`src/rtl/boolean1_sweep_ctrl.sv`:
```
// boolean1_sweep_ctrl
//   Truth-table sweep controller for the 3-input datapath d = (~a|~b)&~c.
//   On an accepted start it walks all eight {a,b,c} vectors. Each vector is
//   held for max(SETTLE_CYCLES,1) cycles, then d is captured into result[idx].
//   At the end of the sweep the result is compared with EXPECTED.
//   Optional feature macro: BOOL_SWEEP_ERRCNT_EN adds a 4-bit mismatch counter
//   output, err_cnt.
module boolean1_sweep_ctrl #(
  parameter int         SETTLE_CYCLES = 1,
  parameter logic [7:0] EXPECTED      = 8'h15,
  parameter int         CNT_W         = 4
) (
  input  logic       clk,
  input  logic       rst,
  input  logic       start,
  input  logic       d_i,
  output logic       a_o,
  output logic       b_o,
  output logic       c_o,
  output logic       busy,
  output logic       done,
  output logic [7:0] result,
  output logic       pass
`ifdef BOOL_SWEEP_ERRCNT_EN
  ,
  output logic [3:0] err_cnt
`endif
);

  // A settle time of 0 is treated as 1 so that every vector is driven for at
  // least one cycle before it is sampled.
  localparam int               S_EFF    = (SETTLE_CYCLES < 1) ? 1 : SETTLE_CYCLES;
  localparam logic [CNT_W-1:0] CNT_LAST = CNT_W'(S_EFF - 1);

  localparam logic [1:0] IDLE   = 2'd0;
  localparam logic [1:0] SETTLE = 2'd1;
  localparam logic [1:0] SAMPLE = 2'd2;
  localparam logic [1:0] DONE   = 2'd3;

  logic [1:0]       state;
  logic [2:0]       idx;
  logic [2:0]       vec;
  logic [CNT_W-1:0] cnt;
  logic [7:0]       result_nxt;

  assign {a_o, b_o, c_o} = vec;

  // Result with the current sample merged in. pass is computed from this value
  // so that it is already valid in the DONE cycle.
  always_comb begin
    result_nxt      = result;
    result_nxt[idx] = d_i;
  end

`ifdef BOOL_SWEEP_ERRCNT_EN
  logic miss;
  assign miss = (d_i != EXPECTED[idx]);

  // Mismatch counter: cleared on an accepted start, stepped once per SAMPLE.
  always_ff @(posedge clk) begin
    if (rst) begin
      err_cnt <= 4'd0;
    end else if (state == IDLE && start) begin
      err_cnt <= 4'd0;
    end else if (state == SAMPLE) begin
      err_cnt <= err_cnt + {3'd0, miss};
    end
  end
`endif

  // Sweep FSM: drives the vector, times the settle window and captures d.
  always_ff @(posedge clk) begin
    if (rst) begin
      state  <= IDLE;
      idx    <= 3'd0;
      vec    <= 3'd0;
      cnt    <= '0;
      busy   <= 1'b0;
      done   <= 1'b0;
      result <= 8'h00;
      pass   <= 1'b0;
    end else begin
      done <= 1'b0;
      case (state)
        IDLE: begin
          if (start) begin
            idx    <= 3'd0;
            vec    <= 3'd0;
            cnt    <= '0;
            result <= 8'h00;
            pass   <= 1'b0;
            busy   <= 1'b1;
            state  <= SETTLE;
          end
        end
        SETTLE: begin
          cnt <= cnt + 1'b1;
          if (cnt == CNT_LAST) begin
            state <= SAMPLE;
          end
        end
        SAMPLE: begin
          result <= result_nxt;
          if (idx == 3'd7) begin
            pass  <= (result_nxt == EXPECTED);
            done  <= 1'b1;
            busy  <= 1'b0;
            state <= DONE;
          end else begin
            idx   <= idx + 3'd1;
            vec   <= idx + 3'd1;
            cnt   <= '0;
            state <= SETTLE;
          end
        end
        DONE: begin
          vec   <= 3'd0;
          state <= IDLE;
        end
        default: begin
          state <= IDLE;
        end
      endcase
    end
  end

endmodule
```
`config.mk`:
```
export PLATFORM = sky130hd
export DESIGN_NAME = boolean1_sweep_ctrl
export DESIGN_NICKNAME = d
export VERILOG_FILES = /design/src/rtl/boolean1_sweep_ctrl.sv
export SDC_FILE = /design/constraint.sdc
export NUM_CORES = 1
export LEC_CHECK = 0
export ABC_AREA = 0
export CORE_UTILIZATION = 50
export CTS_BUF_LIST = sky130_fd_sc_hd__clkbuf_4 sky130_fd_sc_hd__clkbuf_8
export DETAILED_ROUTE_END_ITERATION = 7
export PLACE_DENSITY = 0.74
export SLEW_MARGIN = 25
export SYNTH_ARGS = -nofsm -noshare
export SYNTH_HDL_FRONTEND = slang
export SYNTH_SLANG_ARGS = --single-unit
```
`constraint.sdc`:
```
create_clock -name clk -period 2.6 [get_ports clk]
set_input_delay 0.52 -clock clk [delete_from_list [all_inputs] [get_ports clk]]
set_output_delay 0.52 -clock clk [all_outputs]
set_load 0.005 [all_outputs]
```
-- Word level (Yosys, flattened, before mapping)
Cells that the tools add are included.
- register bits: 23
- bits of input ports: 4
- output and inout bits: 14
- $add $sub $neg: 2
- magnitude comparators: 2
- eq/ne operators: 9
- multiplexer cells: 23
- bitwise operators: 1
- reduce and logical (&&, ||, !) cells: 13
- operators by type and width (cell ; count):
    8-bit one-hot mux with 2 select lines ; 1
    4-bit one-hot mux with 3 select lines ; 1
    3-bit AND reduction ; 4
    3-bit one-hot mux with 3 select lines ; 1
    8-bit bitwise mux ; 1
    8-bit by 5-bit equality test with 1-bit output, second input constant ; 1
    4-bit 2-to-1 mux ; 2
    8-bit 2-to-1 mux ; 1
    2-bit inequality test, second input constant ; 4
    2-bit one-hot mux with 4 select lines ; 1
    1-bit 2-to-1 mux ; 6
    2-bit 2-to-1 mux ; 3
    3-bit 2-to-1 mux ; 2
    3-bit one-hot mux with 2 select lines ; 1
    3-bit nonzero test ; 2
    4-bit by 1-bit adder with 4-bit output, second input constant ; 1
    2-bit equality test, second input constant ; 2
    4-bit logical NOT ; 1
    3-bit by 4-bit < comparator with 1-bit output, second input constant ; 1
    1-bit one-hot mux with 2 select lines ; 2
    2-bit AND reduction ; 2
    3-bit by 1-bit adder with 3-bit output, second input constant ; 1
    1-bit demux with 3-bit select ; 1
    3-bit equality test, second input constant ; 1
    7 further kinds ; 7

-- Longest topological paths before layout
- word-level depth: 8
- gate-level depth with buffers: 7

-- Worst setup path before layout
Ideal clock, no wire load.
- path kind: register to register
- from: register idx[1]
- to: register pass
- setup time: 87 ps
- arrival time: 1363 ps
- setup slack: 1150 ps
- cell stages (with the launch flop): 8
- period minus slack after synthesis: 1450 ps
- cell sequence: dfxtp_1 > ha_1 > ha_1 > buf_2 > inv_1 > nor3_4 > o2111ai_1 > o31ai_1
- longest elaborated chain between the ends: 8
- ends and longest elaborated chain (element ; RTL line ; RTL):
    from (decl) ; 41 ; logic [2:0] idx;
    from (signal assigned) ; 110 ; idx <= idx + 3'd1;
    3-bit by 4-bit < comparator with 1-bit output (not written as such) / 3-bit by 1-bit greater-or-equal comparator with 1-bit output (equally long branches) ; 52 ; result_nxt[idx] = d_i;
    1-bit logical AND (not written as such) ; 52 ;
    1-bit 2-to-1 mux (not written as such) ; 52 ;
    1-bit demux with 3-bit select ; 52 ;
    8-bit bitwise mux ; 52 ;
    8-bit by 5-bit equality test with 1-bit output ; 105 ; pass <= (result_nxt == EXPECTED);
    1-bit 2-to-1 mux ; 104 ; if (idx == 3'd7) begin
    1-bit one-hot mux with 2 select lines ; 84 ; case (state)
    to (signal assigned) ; 105 ;
    to (decl) ; 23 ; output logic pass
Several ways; a longest one is shown, not always the timed one. The select of a mux whose other input is x is not followed.
A chain may end at the register's enable or synchronous reset.

-- Worst setup path after layout
- from: register idx[0]
- to: register pass
Same word-level chain as after synthesis.

==> impl_metrics.py <==
metrics = {
    "floorplanning": {
        "core_mm2": 0.00230,
        "ios": 18,
        "die_area_mm2": 0.00274,
        "initial_core_util_pct": 55.1,
        "num_rows": 17,
        "die_h_um": 52.3,
        "chipWidth_um": 52.3,
    },
    "sta": {
        "worst_pin_slew_ps": 593,
        "finalHoldViolCount": 0,
        "rsz0062_at_grt": "false",
        "setup_tns_ps": 0,
        "period_share_pct": 79.4,
        "fin_skew_ps": 3.63,
        "relSlewSlack_pct": 60.4,
        "timing.hold.ws_ps": 500,
        "setup_viol": 0,
        "clock.fmax_mhz": 484,
        "drv_slew": 0,
        "finalCriticalPeriod_ps": 2060,
    },
    "grt": {
        "grt_pass1_wl_um": 4600,
        "grt_max_degree": 21,
        "grtUsageTotal_pct": 22.2,
        "antenna_found_initial": 0,
        "overflow": 0,
        "grt_pass1_vias": 1050,
    },
    "clock_network": {
        "cts-root-buf": "clkbuf_4",
        "post_cts_buffers": 0,
        "cts_hold_buf": 0,
        "ctsResizeCount": 0,
        "cts_tree": "yes",
        "clkTransAtPathRegs_ps": 120,
        "clk-insertion-delay-late_ps": 310,
        "clock_path_buffers": 2,
        "numCtsBuffers": 3,
        "clock-sinks": 23,
        "cts_max_level": 1,
    },
    "worst_setup_path": {
        "worstPathCellList": "ha_1 -> ha_1 -> inv_1 -> nor3_4 -> o2111ai_1 -> o31ai_1",
        "reg2reg_depth": 6,
        "cp_num_buf_inv": 1,
        "crit_path_top_delay_cell": "dfxtp_1",
        "path_delay_family": "flip-flops",
        "worstSetupPathDepth": 6,
        "required_ps": 2830,
        "worst-setup-path-type": "reg -> reg",
        "crit_top_cell": "ha_1",
        "cp_max_fo": 20,
        "crit_path_end_kind": "flip-flop",
        "startpoint_type": "flip-flop",
        "critical_path_arrival_ps": 2290,
        "cp_slowest_stage_delay_ps": 720,
    },
    "hold_path": {
        "whs_path_depth": 2,
        "hp-class": "reg -> reg",
    },
    "place": {
        "place_congestion": 0.817,
        "numPortBuffers": 17,
        "place_hpwl_um": 1840,
    },
    "run": {
        "drv_cap": 0,
    },
    "routing": {
        "drc": 0,
        "vias_per_cell": 5.89,
        "drtPass1Iterations": 4,
        "wire_per_inst_um": 13.4,
        "drtIter0Drc": 31,
        "vias": 1160,
        "drt.antenna.violating_nets": 0,
        "routed_wl_um": 2640,
    },
    "layout": {
        "finalNetCount": 178,
        "area_delta_synth_final_pct": 15.5,
        "final_util_pct": 63.7,
        "diodes": 0,
        "nFillCells": 199,
        "layout_common_cells": "dfxtp_1 (23), nor2_1 (19), a21oi_1 (17), clkdlybuf4s50_1 (17), o21ai_0 (15)",
        "regArea_um2": 460,
        "multi_input_area_um2": 729,
        "layout_commonest_cell": "dfxtp_1",
        "drive_gt1_share_pct": 5.33,
    },
    "power": {
        "power_density_mw_per_mm2": 427,
        "vdd_drop_max_uv": 312,
        "p_leak_nw": 0.532,
        "finalPower_mw": 0.624,
    },
    "yosys": {
        "syn-cell-area_mm2": 0.00127,
        "syn_inst": 157,
        "synth_edf_count": 0,
        "synth_cell_types": 34,
        "yosys_register_bits": 23,
        "ys_warn_count": 0,
        "synth-main-ff-cell": "dfxtp_1",
        "syn_nets": 165,
        "ys_seq_area_share_pct": 36.4,
        "async_flop_share_pct": 0,
        "syn_area_per_cell_um2": 8.07,
    },
    "status": {
        "outcome": "complete, no violations",
    },
}
[final timing paths]
check | to | slack [ps] | start
worst max-delay path | pass$_SDFFE_PP0P_ | 540 | idx[0]$_SDFFE_PP0P_
worst max register to register | pass$_SDFFE_PP0P_ | 540 | idx[0]$_SDFFE_PP0P_
worst min-delay path | vec[1]$_SDFFE_PP0P_ | 500 | vec[1]$_SDFFE_PP0P_
worst min register to register | vec[1]$_SDFFE_PP0P_ | 500 | vec[1]$_SDFFE_PP0P_
[state kept, by name, summed over array words and instances, names as in the netlist]
name / cells
busy: 1
cnt: 4
done: 1
idx: 3
pass: 1
result: 8
state: 2
vec: 3
[through the flow]
step           std cells  setup slack, ps  area (µm²)
2_1_floorplan        157             1150        1270
3_3_place_gp         193              599        1430
3_5_place_dp         193              551        1430
4_1_cts              197              553        1460
5_1_grt              197              364        1460
6_report             197              535        1460
[where the power goes]
| group | internal (mW) | switching (mW) |
|---|---|---|
| Combinational | 0.0336 | 0.0407 |
| Clock | 0.0703 | 0.105 |
| Sequential | 0.360 | 0.0151 |
[cell families after synthesis]
kind of cell    after synthesis  share of synthesized area (%)
mux                           3                           2.47
xor+xnor                      2                           1.38
compound gates               50                           23.6
flops                        23                           36.4
fa+ha+maj                     4                           3.95
buf+inv                      17                           6.03
simple gates                 58                           26.2
[synth_stat cells, types with 3 or more instances]
library cell	instances	share of area (%)
inv_1	6	1.8
nand2_1	5	1.5
nor2b_1	5	2.5
dfxtp_1	23	36
nor2_1	19	5.6
nor3_1	3	1.2
a21oi_1	17	6.7
ha_1	4	4.0
buf_2	4	1.6
a22oi_1	6	3.6
and3b_1	5	3.5
clkbuf_1	6	1.8
a31oi_1	3	1.5
nand2b_1	4	2.0
nor4bb_1	3	2.4
o21ai_0	15	5.9
nand3_1	7	2.8
[worst min-delay path: cells and delay by family (launching register included)]
| kind | cells | cell delay, ps |
|---|---|---|
| compound gates | 1 | 60 |
| flops | 1 | 350 |
| simple gates | 1 | 70 |
[area by class of cell]
cell class	instances	area share, %
repair buffers	19	12.7
well taps	28	2.40
multi-input cells	117	49.9
clock buffers	4	2.05
inverters	6	1.54
flip-flops and latches	23	31.5
[metal layers]
| metal | routed length [µm] | vias to the layer above | track usage (%) |
|---|---|---|---|
| li1 | - | 588 | - |
| met3 | 135 | 4 | 2.90 |
| met4 | 28 | 0 | 9.21 |
| met1 | 1290 | 533 | 30.8 |
| met2 | 1180 | 35 | 34.2 |
| met5 | 0 | - | 0 |
No activity file was read; power rests on OpenSTA's default activity.
